`config.mk`:
```
export PLATFORM = sky130hd
export DESIGN_NAME = fp8_mul_arbiter
export DESIGN_NICKNAME = d
export VERILOG_FILES = /design/src/rtl/fp8_pkg.sv /design/src/rtl/fp8_mul_core.sv /design/src/rtl/fp8_mul_arbiter.sv
export SDC_FILE = /design/constraint.sdc
export NUM_CORES = 1
export LEC_CHECK = 0
export ABC_AREA = 0
export CAP_MARGIN = 0
export CORE_MARGIN = 10
export CORE_UTILIZATION = 35
export CTS_CLUSTER_DIAMETER = 150
export CTS_CLUSTER_SIZE = 20
export DETAILED_ROUTE_END_ITERATION = 10
export PLACE_DENSITY = 0.6
export SLEW_MARGIN = 20
export SYNTH_ARGS = -nofsm -noshare
export SYNTH_HDL_FRONTEND = slang
export SYNTH_SLANG_ARGS = --single-unit
```
`constraint.sdc`:
```
create_clock -name clk -period 11.8 [get_ports clk]
set_input_delay 2.36 -clock clk [delete_from_list [all_inputs] [get_ports clk]]
set_output_delay 2.36 -clock clk [all_outputs]
set_load 0.005 [all_outputs]
```
`src/rtl/fp8_pkg.sv`:
```
// Shared E3M4 field layout, constants and types for the FP8 multiplier arbiter.
package fp8_pkg;

    localparam int unsigned SIGN_BIT = 7;
    localparam int unsigned EXP_MSB  = 6;
    localparam int unsigned EXP_LSB  = 4;
    localparam int unsigned MANT_W   = 4;
    localparam int unsigned EXP_BIAS = 3;

    typedef logic [7:0] fp8_t;

    localparam fp8_t       FP8_ZERO    = 8'h00;
    localparam logic [6:0] FP8_SAT_MAG = 7'h70;

    typedef enum logic {
        EMPTY = 1'b0,
        FULL  = 1'b1
    } slot_state_e;

    // Operand pair travelling from arbitration to the multiplier
    typedef struct packed {
        fp8_t a;
        fp8_t b;
    } fp8_pair_t;

endpackage

```
`src/rtl/fp8_mul_core.sv`:
```
// Combinational E3M4 multiply: truncating, saturates on overflow, flushes deep underflow to zero.
module fp8_mul_core
    import fp8_pkg::*;
(
    input  fp8_t a,
    input  fp8_t b,
    output fp8_t p
);

    localparam int unsigned EXP_W  = EXP_MSB - EXP_LSB + 1;
    localparam int unsigned SIG_W  = MANT_W + 1;
    localparam int unsigned PROD_W = 2 * SIG_W;
    localparam int          EXP_SAT = (1 << EXP_W) - 1;
    localparam int          EXP_MIN = -int'(MANT_W);

    logic              sign;
    logic [EXP_W-1:0]  exp_a;
    logic [EXP_W-1:0]  exp_b;
    logic [SIG_W-1:0]  sig_a;
    logic [SIG_W-1:0]  sig_b;
    logic [PROD_W-1:0] prod;
    logic              carry;
    logic [SIG_W-1:0]  norm_sig;
    logic [SIG_W-1:0]  sub_sig;
    int                exp_r;

    always_comb begin
        p        = FP8_ZERO;
        sub_sig  = '0;
        sign     = a[SIGN_BIT] ^ b[SIGN_BIT];
        exp_a    = a[EXP_MSB:EXP_LSB];
        exp_b    = b[EXP_MSB:EXP_LSB];
        sig_a    = {|exp_a, a[MANT_W-1:0]};
        sig_b    = {|exp_b, b[MANT_W-1:0]};
        prod     = PROD_W'(sig_a) * PROD_W'(sig_b);
        carry    = prod[PROD_W-1];
        norm_sig = carry ? prod[PROD_W-1 -: SIG_W] : prod[PROD_W-2 -: SIG_W];
        exp_r    = int'(exp_a) + int'(exp_b) - int'(EXP_BIAS) + (carry ? 1 : 0);

        if (a[SIGN_BIT-1:0] == '0 || b[SIGN_BIT-1:0] == '0) begin
            p = FP8_ZERO;
        end else if (exp_r >= EXP_SAT) begin
            p = {sign, FP8_SAT_MAG};
        end else if (exp_r < EXP_MIN) begin
            p = FP8_ZERO;
        end else if (exp_r > 0) begin
            p = {sign, EXP_W'(exp_r), norm_sig[MANT_W-1:0]};
        end else begin
            // Small results land in the exp=0 encoding, shifted to drop the hidden bit
            sub_sig = norm_sig >> (1 - exp_r);
            p = (sub_sig == '0) ? FP8_ZERO : {sign, {EXP_W{1'b0}}, sub_sig[MANT_W-1:0]};
        end
    end

endmodule

```
`src/rtl/fp8_mul_arbiter.sv`:
```
// Round-robin sharing of one E3M4 multiplier between NREQ requesters, ID-tagged result port.
// FP8_ARB_OUTREG_EN adds an operand stage before the multiplier (latency 2 instead of 1).
module fp8_mul_arbiter
    import fp8_pkg::*;
#(
    parameter int unsigned NREQ = 4,
    parameter int unsigned IDW  = $clog2(NREQ)
) (
    input  logic              clk,
    input  logic              rst_n,
    input  logic [NREQ-1:0]   req_valid,
    output logic [NREQ-1:0]   req_ready,
    input  logic [8*NREQ-1:0] req_a,
    input  logic [8*NREQ-1:0] req_b,
    output logic              res_valid,
    input  logic              res_ready,
    output fp8_t              res_data,
    output logic [IDW-1:0]    res_id,
    output logic              busy
);

    slot_state_e    state_q;
    slot_state_e    state_d;
    logic [IDW-1:0] last_grant_q;
    logic [IDW-1:0] gnt_idx;
    logic [IDW-1:0] cand_idx;
    logic           gnt_found;
    fp8_pair_t      gnt_pair;
    logic           accept_en;
    logic           hs;
    logic           fill;
    fp8_pair_t      mul_in;
    logic [IDW-1:0] mul_id;
    fp8_t           product;

    // Rotating priority search starting just after the last winner
    always_comb begin
        gnt_found = 1'b0;
        gnt_idx   = '0;
        cand_idx  = '0;
        gnt_pair  = '0;
        for (int unsigned k = 1; k <= NREQ; k++) begin
            cand_idx = IDW'((32'(last_grant_q) + k) % NREQ);
            if (!gnt_found && req_valid[cand_idx]) begin
                gnt_found  = 1'b1;
                gnt_idx    = cand_idx;
                gnt_pair.a = req_a[{cand_idx, 3'b000} +: 8];
                gnt_pair.b = req_b[{cand_idx, 3'b000} +: 8];
            end
        end
    end

    assign hs = gnt_found && accept_en && rst_n;

    always_comb begin
        req_ready = '0;
        if (hs) begin
            req_ready[gnt_idx] = 1'b1;
        end
    end

`ifdef FP8_ARB_OUTREG_EN
    logic           op_valid_q;
    fp8_pair_t      op_pair_q;
    logic [IDW-1:0] op_id_q;
    logic           op_adv;

    assign op_adv    = op_valid_q && ((state_q == EMPTY) || res_ready);
    assign accept_en = !op_valid_q || op_adv;
    assign fill      = op_adv;
    assign mul_in    = op_pair_q;
    assign mul_id    = op_id_q;
    assign busy      = (state_q == FULL) || op_valid_q;

    // Operand stage: reloads whenever it is empty or handing its pair forward
    always_ff @(posedge clk) begin
        if (!rst_n) begin
            op_valid_q <= 1'b0;
            op_pair_q  <= '0;
            op_id_q    <= '0;
        end else if (accept_en) begin
            op_valid_q <= hs;
            if (hs) begin
                op_pair_q <= gnt_pair;
                op_id_q   <= gnt_idx;
            end
        end
    end
`else
    assign accept_en = (state_q == EMPTY) || res_ready;
    assign fill      = hs;
    assign mul_in    = gnt_pair;
    assign mul_id    = gnt_idx;
    assign busy      = (state_q == FULL);
`endif

    fp8_mul_core u_mul (
        .a (mul_in.a),
        .b (mul_in.b),
        .p (product)
    );

    always_ff @(posedge clk) begin
        if (!rst_n) begin
            state_q <= EMPTY;
        end else begin
            state_q <= state_d;
        end
    end

    // Result slot: a refill in the draining cycle keeps it FULL
    always_comb begin
        state_d = state_q;
        case (state_q)
            EMPTY:   if (fill) state_d = FULL;
            FULL:    if (res_ready && !fill) state_d = EMPTY;
            default: state_d = EMPTY;
        endcase
    end

    always_ff @(posedge clk) begin
        if (!rst_n) begin
            res_data     <= FP8_ZERO;
            res_id       <= '0;
            last_grant_q <= IDW'(NREQ - 1);
        end else begin
            if (fill) begin
                res_data <= product;
                res_id   <= mul_id;
            end
            if (hs) begin
                last_grant_q <= gnt_idx;
            end
        end
    end

    assign res_valid = (state_q == FULL);

endmodule
```
# Word-level counts from Yosys, hierarchy flattened
# Cells that the tools add are included.
[word_totals]
output_inout_bits = 16
in_bits = 71
elab_cells = 84
ff_bits = 13
[classes]
n_mul = 1
n_mux = 33
order_cmp = 9
reduce_logical = 18
bitwise_logic = 2
addsub = 8
n_shift = 9
[ops]
columns = ["cell", "count"]
rows = [
  ["$shiftx 32x6->8", 8],
  ["$mux 16", 4],
  ["$mux 8", 5],
  ["$add 32x32->32", 1],
  ["$ge 32x4->1 const B", 1],
  ["$gt 32x1->1 const B", 1],
  ["$lt 32x3->1 const B", 1],
  ["$shr 5x32->5", 1],
  ["$sub 2x32->32 const A", 1],
  ["$sub 32x3->32 const B", 1],
  ["$lt 2x3->1 const B", 5],
  ["$logic_not 7->1", 2],
  ["$mux 1", 12],
  ["$mul 5x5->10", 1],
  ["$bmux 1 s2", 4],
  ["$mux 2", 4],
  ["$logic_and 1x1->1", 7],
  ["$reduce_or 3->1", 2],
  ["$logic_not 5->1", 1],
  ["$mux 5", 1],
  ["$add 2x1->2 const B", 2],
  ["$add 2x2->2 const B", 2],
  ["$add 3x3->4", 1],
  ["$logic_not 1->1", 4],
  ["other kinds (7)", 8],
]

# Longest topological paths before layout
[depth]
ltp_word = 25
depth_mapped = 39
mapped_depth_nobuf = 35

# Hierarchy
# A second synthesis with hierarchy kept.
[unflattened]
cells_unflattened = 493
hier_area_um2 = 3807.4
[modules_own_cells]
columns = ["mod", "area_each_um2", "instances", "seq_area_each_um2", "cells_per_inst"]
rows = [
  ["fp8_mul_arbiter", 2374.8, 1, 260.2, 307],
  ["fp8_mul_core", 1432.6, 1, 0.0, 186],
]

# Least setup slack after synthesis
# Ideal clock, no wire load.
[synth_path]
kind = "input to register"
startpoint = "input req_valid[1]"
endpoint = "register res_data[7]"
slack_ns = 1.975
stages = 35
n_path_buf = 2
setup_ns = 0.081
arrival_ns = 9.744
required_time_ns = 11.719
cell_sequence = "buf_2 -> and3b_1 -> o21ai_0 -> clkbuf_1 -> a21oi_1 -> a311oi_1 -> mux2i_1 -> or3_1 -> nand2b_1 -> fa_1 -> fa_1 -> fa_1 -> inv_1 -> ha_1 -> a21o_1 -> a41oi_1 -> o21ai_0 -> a21o_1 -> a41oi_2 -> xor2_2 -> inv_2 -> ha_1 -> nor2b_1 -> nor2_1 -> ha_1 -> a21boi_0 -> and2_1 -> nand4b_1 -> a21oi_1 -> nand2_1 -> nor2_1 -> a32oi_1 -> o211ai_1 -> o21ai_1 -> a41oi_1"
[synth_between]
elab_chain_cells = 24
word_cells_on_any_way = 47
cone_classes = "4 x add/sub; 1 x mul; 3 x order compare; 1 x shift; 23 x mux; 1 x bitwise; 14 x reduce/logical"
[synth_rtl]
columns = ["element", "line_no", "source"]
rows = [
  ["from (decl)", "fp8_mul_arbiter.sv:11", "input logic [NREQ-1:0] req_valid,"],
  ["$bmux 1 s2", "fp8_mul_arbiter.sv:44", "if (!gnt_found && req_valid[cand_idx]) begin"],
  ["$mux 1 (implied by the code)", "fp8_mul_arbiter.sv:44", ""],
  ["$mux 1", "fp8_mul_arbiter.sv:44", ""],
  ["$logic_not 1->1", "fp8_mul_arbiter.sv:44", ""],
  ["$logic_and 1x1->1", "fp8_mul_arbiter.sv:44", ""],
  ["$mux 1", "fp8_mul_arbiter.sv:44", ""],
  ["$logic_not 1->1", "fp8_mul_arbiter.sv:44", ""],
  ["$logic_and 1x1->1", "fp8_mul_arbiter.sv:44", ""],
  ["[... 8 more ...]", "--", ""],
  ["$sub 2x32->32", "fp8_mul_core.sv:50", "sub_sig = norm_sig >> (1 - exp_r);"],
  ["$shr 5x32->5", "fp8_mul_core.sv:50", ""],
  ["$logic_not 5->1", "fp8_mul_core.sv:51", "p = (sub_sig == '0) ? FP8_ZERO : {sign, {EXP_W{1'b0}}, sub_sig[MANT_W-1:0]};"],
  ["$mux 8", "fp8_mul_core.sv:51", ""],
  ["$mux 8", "fp8_mul_core.sv:46", "end else if (exp_r > 0) begin"],
  ["$mux 8", "fp8_mul_core.sv:44", "end else if (exp_r < EXP_MIN) begin"],
  ["$mux 8", "fp8_mul_core.sv:42", "end else if (exp_r >= EXP_SAT) begin"],
  ["$mux 8", "fp8_mul_core.sv:40", "if (a[SIGN_BIT-1:0] == '0 || b[SIGN_BIT-1:0] == '0) begin"],
  ["to (signal assigned)", "fp8_mul_arbiter.sv:128", "res_data <= product;"],
  ["to (decl)", "fp8_mul_arbiter.sv:17", "output fp8_t res_data,"],
]
# Several ways; a longest one is shown, not always the timed one. The select of a mux whose other input is x is not followed.
# A chain may end at the register's enable or synchronous reset.

# Worst setup path in the final report
# Same ends and word-level chain as after synthesis.

==> impl_metrics.tcl <==
set metrics [dict create \
    drc 0 \
    final_common_cell "clkdlybuf4s50_1" \
    postCtsSetupRepairBufs 0 \
    timing.setup.tns_ns 0 \
    ys_seq_area_share_pct 6.27 \
    nNetsFinal 710 \
    wl_per_cell_um 19.0 \
    drtIter0Drc 538 \
    switching_share_pct 56.3 \
    synth_seq_cells 13 \
    crit_fanout 19 \
    first_pass_iters 6 \
    arrival_ns 11.17 \
    rrSetupSlack_ns 2.42 \
    syn2layout_area_growth_pct 24.8 \
    die_h_um 129 \
    fill_cells 1164 \
    hold_path_class "reg2reg" \
    dieArea_sq_mm 0.0166 \
    syn_area_per_cell_sq_um 7.68 \
    drive_gt1_share_pct 10.1 \
    outcome "completed" \
    finalCritPeriodShare_pct 93.3 \
    ys_warn_count 0 \
    io_buffers 86 \
    worstPathRequired_ns 11.96 \
    die_w_um 129 \
    grt_start_max_net_pins 56 \
    setup_viol_count_final 0 \
    p_clk_share_pct 4.3 \
    power_frac_seq_pct 4.5 \
    viasPerCell 6.08 \
    synth_top_area_share_pct 8.20 \
    dpl.hpwl_um 11400 \
    grt_pass1_wl_um 22900 \
    power_w 0.00149 \
    grt.overflow.total 0 \
    vias 4554 \
    post-place-ws_ns 0.511 \
    postCtsHoldBufs 0 \
    core_sq_mm 0.0115 \
    syn-instance-count 541 \
    synth_edf_count 0 \
    cts_tree "built" \
    numCtsBuffers 3 \
    drv_slew 0 \
    rsz0062_at_grt "false" \
    cp-end-kind "register" \
    ctsResizeCount 0 \
    leakage_nw 2.10 \
    antennaDiodeCount 0 \
    clk_pin_slew_ns 0.04 \
    slew-limit-headroom_pct 46.7 \
    grt_pass1_vias 4464 \
    fin_skew_ns 0.00430 \
    cts_sinks 13 \
    slowest_delay_ns 0.88 \
    rows 39 \
    pwr_density_cell_mw_per_mm2 287 \
    finalHoldViolCount 0 \
    power.switching_w 0.000839 \
    drt_wl_total_um 14200 \
    yosys.area.top_type "mux2i_1" \
    h-tree-depth 1 \
    worstSetupPathType "in2reg" \
    antenna_found_initial 0 \
    mostFrequentLayoutCells "clkdlybuf4s50_1 (86), nand2_1 (56), a21oi_1 (37)" \
    drv_cap 0 \
    gp_congestion 0.939 \
    setup_ws_ns 0.792 \
    num_io_pins 87 \
    vdd_drop_max_v 0.000163 \
    tightest_slew_ns 0.791 \
    internal_power_w 0.000650 \
    share_comb_of_total_power_pct 91.2 \
    ant_nets 0 \
    grtUsageTotal_pct 16.4 \
    mappedNetlistNets 644 \
    synth_area_sq_mm 0.00415 \
    clkLatencyLatePin_ns 0.24 \
    clockBufferDepth 2 \
    start_kind "primary input" \
    crit_slowest_cell "clkdlybuf4s50_1" \
    ctsRootBufferMaster "clkbuf_16" \
    async_flop_share_pct 0 \
    ys_top_cells_by_area "mux2i_1 (8.2%), ha_1 (6.9%), mux2_2 (6.5%), dfxtp_1 (6.3%), mux4_2 (6.0%)" \
    synth_top_flop_cell "dfxtp_1" \
    synth_cell_types 73 \
    max_clock_freq_mhz 90.8 \
    layout_min_cycle_time_ns 11.01 \
    start_util_pct 36.1 \
]
==> per-stage QoR <==
stage	util, %	std cells	cell area (sq um)	hold WS, ns
CTS	45.0	749	5180	0.452
detailed placement	44.3	745	5100	0.443
global placement	44.3	745	5100	0.439
finish	45.0	749	5180	0.446
floorplan	-	541	4150	0.444
global route	45.0	749	5180	0.472
==> sequential cells by signal (all words and copies together) (netlist names) <==
| name | cells |
|---|---|
| res_data | 8 |
| last_grant_q | 2 |
| res_id | 2 |
| busy | 1 |
==> kinds of logic after synthesis <==
kind of cell,share of synthesized area (%)
flip-flops,6.27
multiplexers,20.7
XOR/XNOR,3.56
adder cells (fa/ha/maj),11.3
AND/OR/NAND/NOR,20.3
buffers and inverters,7.08
AO/OA/AOI/OAI,30.8
==> synth_stat cells (5+ instances only) <==
cell and instances:
nand2_1 56, a21oi_1 37, mux2i_1 34, inv_1 32
nor2_1 31, o21ai_0 26, mux2_2 24, ha_1 23
clkbuf_1 14, nor2b_1 14, buf_2 13, dfxtp_1 13
a311oi_1 11, and2_1 11, mux4_2 11, xnor2_1 11
o221ai_1 10, o32ai_1 10, fa_1 9, nor3_1 8
o211ai_1 8, a221oi_1 7, nand2b_1 7, or3_1 7
a21o_1 6, a31oi_1 6, o21ai_1 6, buf_4 5
nand3_1 5
==> final timing paths <==
check	end	from	cells past startpoint
min reg2reg	res_data[3]	res_data[3]	2
max reg2reg	res_data[7]	last_grant_q[1]	35
min	res_data[3]	res_data[3]	2
max	res_data[7]	req_valid[1]	34
==> power groups by stage <==
stage	Sequential (W)	Combinational (W)	Clock (W)
floorplan	0.0000606	0.00104	0
global placement	0.0000667	0.00134	0
detailed placement	0.0000672	0.00134	0
CTS	0.0000664	0.00135	0.0000641
global route	0.0000679	0.00153	0.0000664
finish	0.0000666	0.00136	0.0000637
==> routing by layer <==
layer / wire (um) / track usage, % / vias up
met2: 6830 / 28.1 / 180
met3: 992 / 2.59 / 19
met4: 147 / 3.14 / 0
li1: - / - / 2203
met1: 6270 / 21.3 / 2152
met5: 0 / 0 / -
==> final cells by class <==
cell class / instances / area [sq um] / share of cell area, %
inverter: 36 / 135 / 2.61
multi-input combinational: 459 / 3600 / 69.5
tap: 143 / 179 / 3.45
timing repair buffer: 94 / 921 / 17.8
sequential: 13 / 265 / 5.12
clock buffer: 4 / 78.8 / 1.52
==> worst max-delay path: cells and delay by family <==
kind,cells,cell delay [ns]
AO/OA/AOI/OAI,13,2.65
XOR/XNOR,1,0.37
adder cells (fa/ha/maj),6,2.41
buffers and inverters,3,1.06
multiplexers,1,0.18
AND/OR/NAND/NOR,10,2.13
Note: power is estimated with default switching activity, not from simulation.
